## src/rtl/ui_pkg.sv

```systemverilog
// Shared encodings and screen/sheet geometry for the UI overlay address generator.
// Screen coordinates are in sheet pixels, i.e. already divided down by the scale shift.
package ui_pkg;

    typedef enum logic [3:0] {
        ST_TITLE    = 4'd0,
        ST_STAFF    = 4'd1,
        ST_STAGE1   = 4'd2,
        ST_STAGE2   = 4'd3,
        ST_STAGE3   = 4'd4,
        ST_SUCCESS1 = 4'd5,
        ST_SUCCESS2 = 4'd6,
        ST_SUCCESS3 = 4'd7,
        ST_FAIL     = 4'd8
    } ui_state_e;

    typedef enum logic [2:0] {
        RG_NONE,
        RG_TITLE,
        RG_BTN,
        RG_HEADER,
        RG_FIND,
        RG_LIFE,
        RG_KEY,
        RG_HEART
    } region_e;

    localparam int ICON = 20;

    localparam int TITLE_X  = 40;
    localparam int TITLE_Y  = 40;
    localparam int TITLE_W  = 240;
    localparam int TITLE_H  = 60;
    localparam int TITLE_SX = 60;
    localparam int TITLE_SY = 80;

    localparam int NUM_BTN   = 3;
    localparam int BTN_X     = 120;
    localparam int BTN_Y     = 120;
    localparam int BTN_PITCH = 40;
    localparam int BTN_W     = 80;
    localparam int BTN_H     = 20;

    localparam int HDR_X = 120;
    localparam int HDR_Y = 0;

    localparam int LBL_W   = 60;
    localparam int LBL_H   = 20;
    localparam int FIND_X  = 0;
    localparam int FIND_Y  = 30;
    localparam int FIND_SX = 0;
    localparam int FIND_SY = 160;
    localparam int LIFE_X  = 260;
    localparam int LIFE_Y  = 30;
    localparam int LIFE_SX = 60;
    localparam int LIFE_SY = 160;

    localparam int KEY_Y    = 50;
    localparam int KEY_SX   = 0;
    localparam int KEY_SY   = 80;
    localparam int HEART_X  = 300;
    localparam int HEART_Y  = 70;
    localparam int HEART_SX = 20;
    localparam int HEART_SY = 80;

    // Stage buttons and the stage header share artwork: header of stage n is button n.
    function automatic logic [9:0] btn_origin_x(input logic [1:0] idx);
        case (idx)
            2'd0:    return 10'd140;
            2'd1:    return 10'd0;
            default: return 10'd80;
        endcase
    endfunction

    function automatic logic [9:0] btn_origin_y(input logic [1:0] idx);
        case (idx)
            2'd0:    return 10'd40;
            default: return 10'd60;
        endcase
    endfunction

    function automatic logic is_stage(input logic [3:0] s);
        return (s == ST_STAGE1) || (s == ST_STAGE2) || (s == ST_STAGE3);
    endfunction

    function automatic logic [1:0] stage_idx(input logic [3:0] s);
        case (s)
            ST_STAGE2: return 2'd1;
            ST_STAGE3: return 2'd2;
            default:   return 2'd0;
        endcase
    endfunction

endpackage

```

## src/rtl/ui_rect_match.sv

```systemverilog
// Rectangle hit test: lower edges inclusive, upper edges exclusive, plus local offsets.
module ui_rect_match #(
    parameter int RX0 = 0,
    parameter int RY0 = 0,
    parameter int W   = 1,
    parameter int H   = 1
) (
    input  logic [9:0] x,
    input  logic [9:0] y,
    output logic       in_rect,
    output logic [9:0] dx,
    output logic [9:0] dy
);

    // Points left of / above the origin wrap to large values and fail the width test.
    assign dx      = x - 10'(RX0);
    assign dy      = y - 10'(RY0);
    assign in_rect = (dx < 10'(W)) && (dy < 10'(H));

endmodule

```

## src/rtl/ui_overlay_addr_gen.sv

```systemverilog
// Two-stage UI overlay address generator: screen pixel + frame-latched game state
// in, sprite-sheet address and hit flag out.
module ui_overlay_addr_gen
    import ui_pkg::*;
#(
    parameter int SCALE_SHIFT  = 1,
    parameter int SHEET_W      = 320,
    parameter int SHEET_SIZE   = 76800,
    parameter int ADDR_W       = 17,
    parameter int NUM_KEYS     = 3,
    parameter int MAX_LIVES    = 3,
    parameter int BLINK_FRAMES = 30
) (
    input  logic                           clk,
    input  logic                           rst_n,
    input  logic                           pix_en,
    input  logic                           valid_in,
    input  logic [9:0]                     h_cnt,
    input  logic [9:0]                     v_cnt,
    input  logic [3:0]                     state,
    input  logic [$clog2(NUM_KEYS+1)-1:0]  key_find,
    input  logic [$clog2(MAX_LIVES+1)-1:0] lives,
    input  logic [1:0]                     sel_btn,
    output logic [ADDR_W-1:0]              pixel_addr,
    output logic                           hit,
    output logic                           valid_out,
    output logic                           blink_on
);

    localparam int KF_W = $clog2(NUM_KEYS+1);
    localparam int LV_W = $clog2(MAX_LIVES+1);
    localparam int BL_W = (BLINK_FRAMES > 1) ? $clog2(BLINK_FRAMES) : 1;

    logic [9:0]      x, y;
    logic            frame_tick;
    logic [3:0]      sh_state;
    logic [KF_W-1:0] sh_key;
    logic [LV_W-1:0] sh_lives;
    logic [1:0]      sh_sel;
    logic [BL_W-1:0] blink_cnt;

    assign x          = h_cnt >> SCALE_SHIFT;
    assign y          = v_cnt >> SCALE_SHIFT;
    assign frame_tick = pix_en && (h_cnt == '0) && (v_cnt == '0);

    // Game state is only sampled at the frame origin so one frame never mixes two states.
    always_ff @(posedge clk or negedge rst_n) begin
        if (!rst_n) begin
            sh_state  <= ST_TITLE;
            sh_key    <= '0;
            sh_lives  <= '0;
            sh_sel    <= 2'd3;
            blink_cnt <= '0;
            blink_on  <= 1'b1;
        end else if (frame_tick) begin
            sh_state <= state;
            sh_key   <= key_find;
            sh_lives <= lives;
            sh_sel   <= sel_btn;
            if (blink_cnt == BL_W'(BLINK_FRAMES - 1)) begin
                blink_cnt <= '0;
                blink_on  <= ~blink_on;
            end else begin
                blink_cnt <= blink_cnt + BL_W'(1);
            end
        end
    end

    logic                title_in;
    logic [9:0]          title_dx, title_dy;
    logic [NUM_BTN-1:0]  btn_in;
    logic [9:0]          btn_dx [NUM_BTN];
    logic [9:0]          btn_dy [NUM_BTN];
    logic                hdr_in, find_in, life_in;
    logic [9:0]          hdr_dx, hdr_dy, find_dx, find_dy, life_dx, life_dy;
    logic [NUM_KEYS-1:0] key_in;
    logic [9:0]          key_dx [NUM_KEYS];
    logic [9:0]          key_dy [NUM_KEYS];
    logic [MAX_LIVES-1:0] heart_in;
    logic [9:0]          heart_dx [MAX_LIVES];
    logic [9:0]          heart_dy [MAX_LIVES];

    ui_rect_match #(.RX0(TITLE_X), .RY0(TITLE_Y), .W(TITLE_W), .H(TITLE_H)) u_title (
        .x(x), .y(y), .in_rect(title_in), .dx(title_dx), .dy(title_dy)
    );

    ui_rect_match #(.RX0(HDR_X), .RY0(HDR_Y), .W(BTN_W), .H(BTN_H)) u_header (
        .x(x), .y(y), .in_rect(hdr_in), .dx(hdr_dx), .dy(hdr_dy)
    );

    ui_rect_match #(.RX0(FIND_X), .RY0(FIND_Y), .W(LBL_W), .H(LBL_H)) u_find (
        .x(x), .y(y), .in_rect(find_in), .dx(find_dx), .dy(find_dy)
    );

    ui_rect_match #(.RX0(LIFE_X), .RY0(LIFE_Y), .W(LBL_W), .H(LBL_H)) u_life (
        .x(x), .y(y), .in_rect(life_in), .dx(life_dx), .dy(life_dy)
    );

    for (genvar b = 0; b < NUM_BTN; b++) begin : g_btn
        ui_rect_match #(.RX0(BTN_X), .RY0(BTN_Y + BTN_PITCH*b), .W(BTN_W), .H(BTN_H)) u_btn (
            .x(x), .y(y), .in_rect(btn_in[b]), .dx(btn_dx[b]), .dy(btn_dy[b])
        );
    end

    for (genvar i = 0; i < NUM_KEYS; i++) begin : g_key
        ui_rect_match #(.RX0(ICON*i), .RY0(KEY_Y), .W(ICON), .H(ICON)) u_key (
            .x(x), .y(y), .in_rect(key_in[i]), .dx(key_dx[i]), .dy(key_dy[i])
        );
    end

    for (genvar i = 0; i < MAX_LIVES; i++) begin : g_heart
        ui_rect_match #(.RX0(HEART_X - ICON*i), .RY0(HEART_Y), .W(ICON), .H(ICON)) u_heart (
            .x(x), .y(y), .in_rect(heart_in[i]), .dx(heart_dx[i]), .dy(heart_dy[i])
        );
    end

    region_e    dec_kind;
    logic       dec_vis;
    logic [9:0] dec_sx, dec_sy;

    // First match in table order wins. Icon visibility compares the slot index against
    // the count, so counts above the slot total behave as if clamped.
    always_comb begin
        dec_kind = RG_NONE;
        dec_vis  = 1'b0;
        dec_sx   = '0;
        dec_sy   = '0;
        if (valid_in) begin
            if (sh_state == ST_TITLE) begin
                if (title_in) begin
                    dec_kind = RG_TITLE;
                    dec_vis  = 1'b1;
                    dec_sx   = title_dx + 10'(TITLE_SX);
                    dec_sy   = title_dy + 10'(TITLE_SY);
                end
                for (int b = 0; b < NUM_BTN; b++) begin
                    if (dec_kind == RG_NONE && btn_in[b]) begin
                        dec_kind = RG_BTN;
                        dec_vis  = blink_on || (sh_sel != 2'(b));
                        dec_sx   = btn_dx[b] + btn_origin_x(2'(b));
                        dec_sy   = btn_dy[b] + btn_origin_y(2'(b));
                    end
                end
            end else if (is_stage(sh_state)) begin
                if (hdr_in) begin
                    dec_kind = RG_HEADER;
                    dec_vis  = 1'b1;
                    dec_sx   = hdr_dx + btn_origin_x(stage_idx(sh_state));
                    dec_sy   = hdr_dy + btn_origin_y(stage_idx(sh_state));
                end else if (find_in) begin
                    dec_kind = RG_FIND;
                    dec_vis  = 1'b1;
                    dec_sx   = find_dx + 10'(FIND_SX);
                    dec_sy   = find_dy + 10'(FIND_SY);
                end else if (life_in) begin
                    dec_kind = RG_LIFE;
                    dec_vis  = 1'b1;
                    dec_sx   = life_dx + 10'(LIFE_SX);
                    dec_sy   = life_dy + 10'(LIFE_SY);
                end
                for (int i = 0; i < NUM_KEYS; i++) begin
                    if (dec_kind == RG_NONE && key_in[i]) begin
                        dec_kind = RG_KEY;
                        dec_vis  = KF_W'(i) < sh_key;
                        dec_sx   = key_dx[i] + 10'(KEY_SX);
                        dec_sy   = key_dy[i] + 10'(KEY_SY);
                    end
                end
                for (int i = 0; i < MAX_LIVES; i++) begin
                    if (dec_kind == RG_NONE && heart_in[i]) begin
                        dec_kind = RG_HEART;
                        dec_vis  = LV_W'(i) < sh_lives;
                        dec_sx   = heart_dx[i] + 10'(HEART_SX);
                        dec_sy   = heart_dy[i] + 10'(HEART_SY);
                    end
                end
            end
        end
    end

    logic       s1_valid;
    region_e    s1_kind;
    logic       s1_vis;
    logic [9:0] s1_sx, s1_sy;
    logic [31:0] a_raw, a_wrap;
    logic       s2_hit;

    assign a_raw  = 32'(s1_sy) * 32'(SHEET_W) + 32'(s1_sx);
    assign a_wrap = (a_raw >= 32'(SHEET_SIZE)) ? a_raw - 32'(SHEET_SIZE) : a_raw;
    assign s2_hit = s1_vis && (s1_kind != RG_NONE);

    always_ff @(posedge clk or negedge rst_n) begin
        if (!rst_n) begin
            s1_valid   <= 1'b0;
            s1_kind    <= RG_NONE;
            s1_vis     <= 1'b0;
            s1_sx      <= '0;
            s1_sy      <= '0;
            valid_out  <= 1'b0;
            hit        <= 1'b0;
            pixel_addr <= '0;
        end else if (pix_en) begin
            s1_valid   <= valid_in;
            s1_kind    <= dec_kind;
            s1_vis     <= dec_vis;
            s1_sx      <= dec_sx;
            s1_sy      <= dec_sy;
            valid_out  <= s1_valid;
            hit        <= s2_hit;
            pixel_addr <= s2_hit ? ADDR_W'(a_wrap) : '0;
        end
    end

endmodule
```

## config.mk

```make
export PLATFORM = sky130hd
export DESIGN_NAME = ui_overlay_addr_gen
export DESIGN_NICKNAME = d
export VERILOG_FILES = /design/src/rtl/ui_pkg.sv /design/src/rtl/ui_rect_match.sv /design/src/rtl/ui_overlay_addr_gen.sv
export SDC_FILE = /design/constraint.sdc
export NUM_CORES = 1
export LEC_CHECK = 0
export ABC_AREA = 1
export CAP_MARGIN = 10
export CORE_AREA = 8 8 124 126
export CTS_CLUSTER_SIZE = 8
export DETAILED_ROUTE_END_ITERATION = 7
export DIE_AREA = 0 0 132 134
export GPL_TIMING_DRIVEN = 0
export PLACE_DENSITY = 0.8
export SYNTH_ARGS = -nofsm -noshare
export SYNTH_HDL_FRONTEND = slang
export SYNTH_SLANG_ARGS = --single-unit
```

## constraint.sdc

```tcl
create_clock -name clk -period 3.5 [get_ports clk]
set_input_delay 0.525 -clock clk [delete_from_list [all_inputs] [get_ports clk]]
set_output_delay 0.525 -clock clk [all_outputs]
set_load 0.03 [all_outputs]
```

==> summary.txt, run 1 <==
Run status
  – Outcome: finished clean

Setup path
  – Data arrival time of the critical path: 3.60 ns
  – R2R cell count: 16
  – Category of the critical setup timing path: input pin to flip-flop
  – Reg2reg start: sh_state[3]$_DFFE_PN0P_
  – Data required time of the worst path: 3.71 ns
  – Kind of capture point of the worst setup path: flip-flop
  – Startpoint of the most critical setup path: v_cnt[4]
  – Largest fanout on the critical path: 13
  – CP startpoint kind: input pin

Drt
  – Remaining antenna violation count after routing: 0
  – # DRC: 0
  – 1st-iter DRT viols: 696
  – Wire length after detailed routing: 22000 um
  – Met3 WL post-DR: 1640 um
  – Detailed route wirelength on metal2: 10400 um
  – DRT met1 WL: 9140 um
  – Max Used Layer: met4
  – Number of iterations in the first detailed-routing pass: 8
  – Routed wirelength normalized by instance count: 16.0 um
  – Via density per instance: 5.60
  – Via count: 7683

STA
  – Min Clock Period, post-route: 3.39 ns
  – Maximum clock frequency: 295 MHz
  – Slew Limit Fails: 0
  – Final setup violation count: 0
  – Number of hold violations in the final report: 0
  – Pin slew with the least headroom to its limit: 0.656 ns
  – Tightest hold margin: 0.158 ns
  – Relative slew slack: 55.9%
  – Post-route clock skew: 0.0118 ns
  – Worst Setup Slack, final: 0.114 ns
  – Period Utilization, post-route: 96.7%

GRT
  – Global router's overall resource usage: 24.3%
  – Largest net degree at the start of global routing: 41
  – Number of global-route vias before repair: 7166
  – Wire length of the first global-routing pass: 35400 um
  – Congestion Overflow GR: 0
  – Antenna violations before repair: 0

Synth
  – Fraction of the yosys area taken by sequential cells: 20.9%
  – Share of async-settable or async-resettable flops after synthesis: 100%
  – Average instance area after synthesis: 6.59 um^2
  – Most common library cells after synthesis: 324 x nand2_1, 106 x inv_1, 87 x nand3_1
  – Warnings from Yosys: 0
  – Top area cells in the synthesized netlist: dfrtp_1 20%, nand2_1 17%, ha_1 12%
  – Most numerous cell in the Yosys netlist: nand2_1
  – Area of the mapped netlist: 7190 um^2
  – Total of flip-flops plus latches after synthesis: 60
  – Dominant synthesized flop cell: dfrtp_1
  – Largest area contributor in the synthesized netlist: dfrtp_1
  – Number of synthesized flops with an enable pin: 0
  – Yosys top cell area share: 19.8%
  – Synthesized netlist net count: 1195
  – Cells after synthesis: 1091
  – Number of distinct library cells after synthesis: 55

Placement
  – Gp weighted congestion: 0.964
  – Post-Place Setup Slack: -1.41 ns
  – Number of buffers inserted by port buffering: 51
  – Half-perimeter wire length after detailed placement: 16700 um
  – Instance count after placement with tap cells included: 1323

Floorplan
  – Overall die area: 17700 um^2
  – I/O pin cnt: 54
  – Floorplan Core Area: 13500 um^2
  – Chip width: 132 um
  – Effective utilization at floorplan: 53.2%
  – Y dimension of the die: 134 um
  – Placement row count: 43

Clock tree
  – CTS tree: yes
  – Clock slew at the register clock pins of the worst setup and hold paths: 0.05 ns
  – Library cell used as clock root buffer: clkbuf_16
  – Longest Clk Path Bufs: 2
  – CTS Sinks: 60
  – CTS Hold Bufs: 0
  – H-tree levels: 3
  – Number of buffers inserted during clock tree synthesis: 9
  – Clock network latency to the later pin of the worst-skew pair: 0.33 ns

Pwr
  – Power density of the placed cells: 248 nW/um^2
  – Largest voltage drop on the vdd net: 0.000228 V
  – Power share of the combinational group: 27.6%
  – Total Power: 2.19 mW
  – Sw power: 0.704 mW
  – Part of the power in the clock network: 40.2%
  – Static power due to leakage: 4.50 nW
  – Share of total power consumed by net switching: 32.2%
  – Sequential fraction of design power: 32.2%
  – Internal portion of total power: 1.49 mW

Flow run
  – Count of max-cap constraint violations: 0

Final layout
  – Post-synthesis to final-layout area growth: 23.0%
  – ANT cells: 0
  – Fraction of final layout cells sized beyond drive strength 1: 15.9%
  – NumNets Final: 1291
  – Number of non-filler instances in the completed layout: 1372

Min path
  – Class of the worst hold path: input pin to asynchronous set/reset pin
## layout by cell type (no fill, tap or decap), types with 5 or more instances in the layout
cell type / count
buf_4: 35
nand3_1: 82
nand3b_1: 5
nor2_1: 77
nand3_4: 5
clkbuf_1: 10
clkinvlp_4: 6
buf_6: 5
clkdlybuf4s50_1: 40
nand4_1: 13
a21oi_1: 49
o22ai_1: 6
inv_4: 5
inv_2: 20
dlymetal6s2s_1: 6
nand2_1: 317
xnor2_1: 14
clkbuf_16: 9
o21ai_1: 21
buf_2: 6
clkinv_1: 5
nand2_2: 12
nand3_2: 9
o21ai_0: 53
nor3_1: 8
a22o_1: 8
xor2_1: 42
ha_1: 59
inv_1: 97
o211ai_1: 5
xor2_2: 6
o21ai_2: 6
nor2_4: 10
nor2_2: 9
dfrtp_1: 56
## registers in the layout, summed over array words and instances, names as in the netlist, 2 cells and up
signal / cells
sh_lives: 2
s1_sx: 10
s1_kind: 3
pixel_addr: 17
blink_cnt: 5
sh_key: 2
sh_sel: 2
s1_sy: 10
sh_state: 4
## power by group through the flow
stage	logic, mW	clock network (mW)	registers (mW)
floorplan	0.361	0	0.719
global placement	0.528	0	0.717
detailed placement	0.539	0	0.718
CTS	0.564	0.888	0.706
global route	0.664	0.922	0.706
finish	0.604	0.880	0.706
## final timing paths
path | to | slack [ns]
max in group asynchronous | sh_sel[0]$_DFFE_PN1P_ | 2.71
worst min-delay path | pixel_addr[15]$_DFFE_PN0P_ | 0.16
min in group clk | sh_sel[0]$_DFFE_PN1P_ | 0.48
worst max-delay path | s1_sy[4]$_DFFE_PN0P_ | 0.11
worst max register to register | s1_sx[8]$_DFFE_PN0P_ | 0.14
worst min register to register | sh_sel[0]$_DFFE_PN1P_ | 0.48
## layout make-up
cell class,count,area (um^2)
timing repair buffer,84,763
sequential,60,1510
multi-input combinational,878,5380
inverter,132,529
fill,1186,4660
clock inverter,5,61.3
tap,180,225
buffer,22,140
clock buffer,11,243
## what timing repair did
action                                  CTS  global route
gates resized for setup                  49            68
buffers inserted                          7            24
pin swaps                                 6            21
endpoints found under the setup margin   21            26
cloned                                    0             2
## per-stage QoR
step | instance area, um^2 | util (%) | setup TNS [ns]
2_1_floorplan | 7190 | - | 0
3_3_place_gp | 7930 | 58.7 | -25.69
3_5_place_dp | 7940 | 58.8 | -25.75
4_1_cts | 8480 | 62.8 | 0
5_1_grt | 8840 | 65.5 | -0.110
6_report | 8840 | 65.5 | 0
## cell families after synthesis
logic type               Yosys count  synth area share [%]
AO/OA/AOI/OAI                    173                  14.2
buffers and inverters            154                  8.54
adder cells (fa/ha/maj)           70                  12.5
XOR/XNOR                          64                  8.37
flip-flops                        60                  20.9
AND/OR/NAND/NOR                  570                  35.5
## critical path, cell delays in order
cell and delay (ns):
clkbuf_2 0.16, buf_4 0.21, inv_6 0.08, ha_1 0.21
nand2_1 0.09, nand2_1 0.07, xor2_1 0.17, ha_1 0.20
o21ai_1 0.11, nand2_1 0.07, nor2_1 0.16, nand3_2 0.20
nor2_4 0.18, nand4_4 0.19, nand2_1 0.17, nor3_4 0.06
nand2_4 0.13, buf_2 0.19, nand3_1 0.08, nand3_1 0.10
nand2_1 0.06, nand3_1 0.09, nand2_1 0.05
## metal layers
metal	up-vias	track usage [%]
li1	3778	-
met1	3477	31.4
met2	366	39.6
met3	62	3.18
met4	0	11.0
met5	-	0
(Power assumes the default switching activity.)
==> inputs of run 2 (changes only) <==
--- a/config.mk
+++ b/config.mk
@@ -7,12 +7,12 @@
 export LEC_CHECK = 0
 export ABC_AREA = 1
 export CAP_MARGIN = 10
-export CORE_AREA = 8 8 124 126
+export CORE_AREA = 8 8 120 122
 export CTS_CLUSTER_SIZE = 8
 export DETAILED_ROUTE_END_ITERATION = 7
-export DIE_AREA = 0 0 132 134
+export DIE_AREA = 0 0 128 130
 export GPL_TIMING_DRIVEN = 0
-export PLACE_DENSITY = 0.8
+export PLACE_DENSITY = 0.82
 export SYNTH_ARGS = -nofsm -noshare
 export SYNTH_HDL_FRONTEND = slang
 export SYNTH_SLANG_ARGS = --single-unit
==> constraint.sdc (replaced) <==
create_clock -name clk -period 3.7 [get_ports clk]
set_input_delay 0.555 -clock clk [delete_from_list [all_inputs] [get_ports clk]]
set_output_delay 0.555 -clock clk [all_outputs]
set_load 0.03 [all_outputs]
==> summary.txt, run 2 (same netlist as run 1, synthesis figures left out) <==
Run status
  – Outcome: finished clean

Floorplan
  – Floorplan Core Area: 12400 um^2
  – Overall die area: 16600 um^2
  – Chip width: 128 um
  – Effective utilization at floorplan: 57.9%
  – I/O pin cnt: 54
  – Y dimension of the die: 130 um
  – Placement row count: 41

STA
  – Min Clock Period, post-route: 3.53 ns
  – Final setup violation count: 0
  – Pin slew with the least headroom to its limit: 0.614 ns
  – Number of hold violations in the final report: 0
  – Slew Limit Fails: 0
  – Relative slew slack: 59.0%
  – Period Utilization, post-route: 95.5%
  – Post-route clock skew: 0.00451 ns
  – Tightest hold margin: 0.173 ns
  – Worst Setup Slack, final: 0.165 ns
  – Maximum clock frequency: 283 MHz

Drt
  – 1st-iter DRT viols: 607
  – Via density per instance: 5.62
  – Routed wirelength normalized by instance count: 16.0 um
  – Via count: 7647
  – Wire length after detailed routing: 21800 um
  – Number of iterations in the first detailed-routing pass: 8
  – Remaining antenna violation count after routing: 0
  – # DRC: 0

Pwr
  – Sequential fraction of design power: 32.6%
  – Static power due to leakage: 4.44 nW
  – Share of total power consumed by net switching: 32.5%
  – Largest voltage drop on the vdd net: 0.000191 V
  – Power density of the placed cells: 236 nW/um^2
  – Sw power: 0.665 mW
  – Part of the power in the clock network: 40.4%
  – Internal portion of total power: 1.38 mW
  – Power share of the combinational group: 27.0%

Setup path
  – R2R cell count: 17
  – Largest fanout on the critical path: 11
  – Kind of capture point of the worst setup path: flip-flop
  – CP startpoint kind: input pin
  – Startpoint of the most critical setup path: h_cnt[4]
  – Register-to-register path setup slack: 0.20 ns
  – Data required time of the worst path: 3.97 ns
  – Reg2reg start: sh_state[2]$_DFFE_PN0P_
  – Data arrival time of the critical path: 3.80 ns
  – Reg2reg end: s1_sx[8]$_DFFE_PN0P_
  – Category of the critical setup timing path: input pin to flip-flop

Clock tree
  – CTS Hold Bufs: 0
  – Clock slew at the register clock pins of the worst setup and hold paths: 0.05 ns
  – Longest Clk Path Bufs: 2
  – Library cell used as clock root buffer: clkbuf_16
  – H-tree levels: 3
  – Clock network latency to the later pin of the worst-skew pair: 0.33 ns
  – CTS tree: yes
  – Number of buffers inserted during clock tree synthesis: 9
  – CTS Sinks: 60

Final layout
  – Core Util, Final: 69.8%
  – Largest register FFs: 17
  – Largest register by flop count: pixel_addr
  – Finished layout cell area: 8670 um^2
  – Fraction of final layout cells sized beyond drive strength 1: 13.6%
  – Most frequent standard cell in the layout excluding fill and tap cells: nand2_1
  – Fillers: 1100
  – ANT cells: 0
  – Biggest regs: pixel_addr (17), s1_sx (10), s1_sy (10)
  – Commonest non-fill, non-tap cells in the layout: 320 x nand2_1, 101 x inv_1, 85 x nand3_1
  – Post-synthesis to final-layout area growth: 20.6%
  – NumNets Final: 1287
  – Number of non-filler instances in the completed layout: 1360

GRT
  – Global router's overall resource usage: 25.4%
  – Largest net degree at the start of global routing: 43
  – Wire length of the first global-routing pass: 34300 um
  – Number of global-route vias before repair: 6951
  – Antenna violations before repair: 0
  – Congestion Overflow GR: 0

Placement
  – Number of buffers inserted by port buffering: 51
  – Post-Place Setup Slack: -1.20 ns
  – Gp weighted congestion: 1.02
  – Half-perimeter wire length after detailed placement: 16500 um
  – Post-detailed-placement cell area: 7930 um^2
  – Instance count after placement with tap cells included: 1315

Min path
  – Class of the worst hold path: input pin to asynchronous set/reset pin

Flow run
  – Count of max-cap constraint violations: 0
-- run 2: cell types whose count changed in the layout (fill, tap and decap cells not counted), moves of 3 or more --
cell and delta:
nand2_1 +3, o21ai_0 +5, nand2_2 -3, inv_1 +4
nor2_1 +3, nand3_1 +3, buf_4 -4, o21ai_1 -3
-- run 2: metrics by stage --
| step | power, mW | TNS [ns] |
|---|---|---|
| after CTS | 2.02 | 0 |
| after floorplan | 1.02 | 0 |
| after global routing | 2.14 | -0.130 |
| after detailed placement | 1.18 | -22.81 |
| final | 2.05 | 0 |
| after global placement | 1.18 | -23.01 |
-- run 2: timing repair --
item,4_1_cts,5_1_grt
gates resized for setup,37,36
pin swaps,1,15
endpoints found under the setup margin,21,19
buffers inserted,1,28
-- run 2: metal layers --
metal | up-vias | wire (um) | share of wire (%) | GRT usage (%)
met5 | - | 0 | 0 | 0
met3 | 63 | 1520 | 7.0 | 2.94
met2 | 345 | 10200 | 47 | 42.9
met4 | 0 | 689 | 3.2 | 9.86
li1 | 3766 | - | - | -
met1 | 3473 | 9390 | 43 | 32.8
-- run 2: worst max-delay path by stage --
stage / end / cells after the start
6_report: s1_sx[5]$_DFFE_PN0P_ / 22
5_1_grt: s1_sx[5]$_DFFE_PN0P_ / 23
4_1_cts: s1_sx[8]$_DFFE_PN0P_ / 17
3_5_place_dp: s1_sy[6]$_DFFE_PN0P_ / 17
3_3_place_gp: s1_sy[6]$_DFFE_PN0P_ / 17
2_1_floorplan: s1_sy[6]$_DFFE_PN0P_ / 20
-- run 2: power groups by stage --
| stage | logic, mW | registers [mW] | clock network, mW |
|---|---|---|---|
| CTS | 0.521 | 0.668 | 0.831 |
| floorplan | 0.342 | 0.681 | 0 |
| global placement | 0.497 | 0.679 | 0 |
| detailed placement | 0.504 | 0.679 | 0 |
| global route | 0.606 | 0.668 | 0.861 |
| finish | 0.553 | 0.668 | 0.828 |
-- run 2: layout make-up --
cell class                 count  area (um^2)  area share [%]
buffer                        22          136            1.57
sequential                    60         1510            17.4
clock inverter                 7         76.3           0.880
inverter                     132          523            6.03
timing repair buffer          81          741            8.55
tap                          172          215            2.48
clock buffer                   9          225            2.60
multi-input combinational    877         5250            60.5
-- run 2: worst max-delay path: stages --
cell	delay, ns
clkdlybuf4s15_2	0.42
clkinvlp_4	0.14
buf_4	0.20
ha_4	0.31
clkinv_4	0.09
ha_1	0.20
o21ai_2	0.16
nor2_2	0.08
nand2_4	0.14
inv_4	0.09
nor2_4	0.16
nand4_4	0.20
nand2_2	0.13
nor2_4	0.07
nor2_4	0.15
nand2_4	0.10
buf_6	0.16
nand2_1	0.06
nand3_1	0.07
nand2_1	0.07
nand3_1	0.12
nand2_1	0.09
==> inputs of run 3 (changes only) <==
--- a/config.mk
+++ b/config.mk
@@ -7,12 +7,12 @@
 export LEC_CHECK = 0
 export ABC_AREA = 1
 export CAP_MARGIN = 10
-export CORE_AREA = 8 8 120 122
+export CORE_AREA = 8 8 107 134
 export CTS_CLUSTER_SIZE = 8
 export DETAILED_ROUTE_END_ITERATION = 7
-export DIE_AREA = 0 0 128 130
+export DIE_AREA = 0 0 115 142
 export GPL_TIMING_DRIVEN = 0
-export PLACE_DENSITY = 0.82
+export PLACE_DENSITY = 0.83
 export SYNTH_ARGS = -nofsm -noshare
 export SYNTH_HDL_FRONTEND = slang
 export SYNTH_SLANG_ARGS = --single-unit
==> summary.txt, run 3 (same netlist as run 1, synthesis figures left out) <==
Final layout
  – Core Util, Final: 69.8%
  – Largest register by flop count: pixel_addr
  – Sequential cell area: 1510 um^2
  – Most frequent standard cell in the layout excluding fill and tap cells: nand2_1
  – Area occupied by multi-input gates: 5280 um^2
  – Post-synthesis to final-layout area growth: 19.6%
  – NumNets Final: 1278
  – Commonest non-fill, non-tap cells in the layout: 320 x nand2_1, 102 x inv_1, 83 x nand3_1
  – Largest register FFs: 17
  – Fillers: 1082
  – Fraction of final layout cells sized beyond drive strength 1: 13.1%
  – Biggest regs: pixel_addr (17), s1_sx (10), s1_sy (10)
  – Number of non-filler instances in the completed layout: 1346
  – ANT cells: 0

Pwr
  – Sequential fraction of design power: 33.9%
  – Largest voltage drop on the vdd net: 0.000265 V
  – Internal portion of total power: 1.34 mW
  – Part of the power in the clock network: 38.4%
  – Static power due to leakage: 4.37 nW
  – Power density of the placed cells: 230 nW/um^2
  – Sw power: 0.634 mW
  – Power share of the combinational group: 27.8%
  – Share of total power consumed by net switching: 32.1%

Clock tree
  – Clock network latency to the later pin of the worst-skew pair: 0.33 ns
  – Number of buffers inserted during clock tree synthesis: 9
  – Library cell used as clock root buffer: clkbuf_16
  – CTS Sinks: 60
  – Clock slew at the register clock pins of the worst setup and hold paths: 0.05 ns
  – CTS tree: yes
  – Longest Clk Path Bufs: 2
  – H-tree levels: 3

Setup path
  – Critical Path Max Stage Delay: 0.52 ns
  – Slowest stage cell, crit path: clkdlybuf4s50_1
  – Ordered list of cells on the worst path: clkdlybuf4s50_1 -> buf_6 -> clkinvlp_4 -> ha_4 -> inv_4 -> ha_1 -> o21ai_2 -> nor2_2 -> inv_1 -> nor4_4 -> nor2_1 -> inv_1 -> o21ai_0 -> a41oi_1 -> nand2_1 -> nand2_1
  – Startpoint of the most critical setup path: h_cnt[5]
  – Crit-path leading delay family: buffers and inverters
  – Category of the critical setup timing path: input pin to flip-flop
  – Largest fanout on the critical path: 10
  – CP startpoint kind: input pin
  – Kind of capture point of the worst setup path: flip-flop
  – Crit path buffers/inverters: 6
  – Reg2reg start: sh_state[0]$_DFFE_PN0P_
  – Data arrival time of the critical path: 3.79 ns
  – Data required time of the worst path: 3.96 ns

GRT
  – Congestion Overflow GR: 0
  – Largest net degree at the start of global routing: 43
  – Global routing met2 resource utilization: 45.0%
  – GR Util met1: 30.7%
  – Wire length of the first global-routing pass: 34500 um
  – Global router's overall resource usage: 26.4%
  – Routing usage on met3: 2.80%
  – Antenna violations before repair: 0
  – Highest-utilization routing layer at the global route stage: met2
  – Number of global-route vias before repair: 7264

Floorplan
  – Placement row count: 46
  – Chip width: 115 um
  – Overall die area: 16300 um^2
  – Floorplan Core Area: 12300 um^2
  – I/O pin cnt: 54
  – Y dimension of the die: 142 um
  – Effective utilization at floorplan: 58.4%

STA
  – Final setup violation count: 0
  – Relative slew slack: 62.7%
  – Worst Setup Slack, final: 0.168 ns
  – Min Clock Period, post-route: 3.53 ns
  – Post-route clock skew: 0.00385 ns
  – Tightest hold margin: 0.170 ns
  – Pin slew with the least headroom to its limit: 0.557 ns
  – Period Utilization, post-route: 95.5%
  – Maximum clock frequency: 283 MHz
  – Number of hold violations in the final report: 0
  – Slew Limit Fails: 0

Drt
  – Via density per instance: 5.67
  – # DRC: 0
  – 1st-iter DRT viols: 631
  – Via count: 7636
  – Remaining antenna violation count after routing: 0
  – Number of iterations in the first detailed-routing pass: 5
  – Routed wirelength normalized by instance count: 15.7 um
  – Wire length after detailed routing: 21200 um

Placement
  – Post-Place Setup Slack: -1.15 ns
  – Half-perimeter wire length after detailed placement: 16500 um
  – Gp weighted congestion: 0.972
  – Instance count after placement with tap cells included: 1311
  – Number of buffers inserted by port buffering: 51

Run status
  – Outcome: finished clean

Flow run
  – Count of max-cap constraint violations: 0

Min path
  – Class of the worst hold path: input pin to asynchronous set/reset pin
-- run 3: cell type report --
cell class	count	area share (%)
well taps	168	2.45
plain buffers	22	1.60
repair buffers	72	7.79
multi-input cells	877	61.4
flip-flops and latches	60	17.5
inverters	132	6.06
clock inverters	4	0.291
clock buffers	11	2.94
-- run 3: worst paths after layout --
check / to / slack, ns / cells past startpoint
max in group asynchronous: sh_sel[1]$_DFFE_PN1P_ / 2.91 / 2
min in group clk: sh_sel[0]$_DFFE_PN1P_ / 0.48 / 2
setup reg to reg: s1_sy[6]$_DFFE_PN0P_ / 0.21 / 20
hold / removal: pixel_addr[14]$_DFFE_PN0P_ / 0.17 / 1
setup / recovery: s1_sx[4]$_DFFE_PN0P_ / 0.17 / 16
hold reg to reg: sh_sel[0]$_DFFE_PN1P_ / 0.48 / 2
-- run 3: metrics by stage --
stage	total power, mW	instance area, um^2	TNS [ns]
detailed placement	1.18	7930	-21.63
finish	1.97	8600	0
floorplan	1.02	7190	0
CTS	1.95	8340	0
global placement	1.17	7910	-21.97
global route	2.08	8600	-0.0103
-- run 3: what timing repair did --
item                       in CTS  in global routing
setup endpoints to repair      21                 22
hold buffers                    0                  0
pin swaps                       3                 14
cloned                          0                  0
buffers inserted                3                 17
resized for setup              32                 43
-- run 3: power groups by stage --
stage / sequential [mW] / clock [mW] / combinational (mW)
after floorplan: 0.681 / 0 / 0.342
after global placement: 0.679 / 0 / 0.495
after detailed placement: 0.679 / 0 / 0.503
after CTS: 0.668 / 0.767 / 0.518
after global routing: 0.668 / 0.803 / 0.605
final: 0.668 / 0.758 / 0.548
-- run 3: metal layers --
metal	wire length [um]	vias up
li1	-	3744
met1	8480	3471
met2	10300	336
met3	1290	85
met4	1150	0
met5	0	-
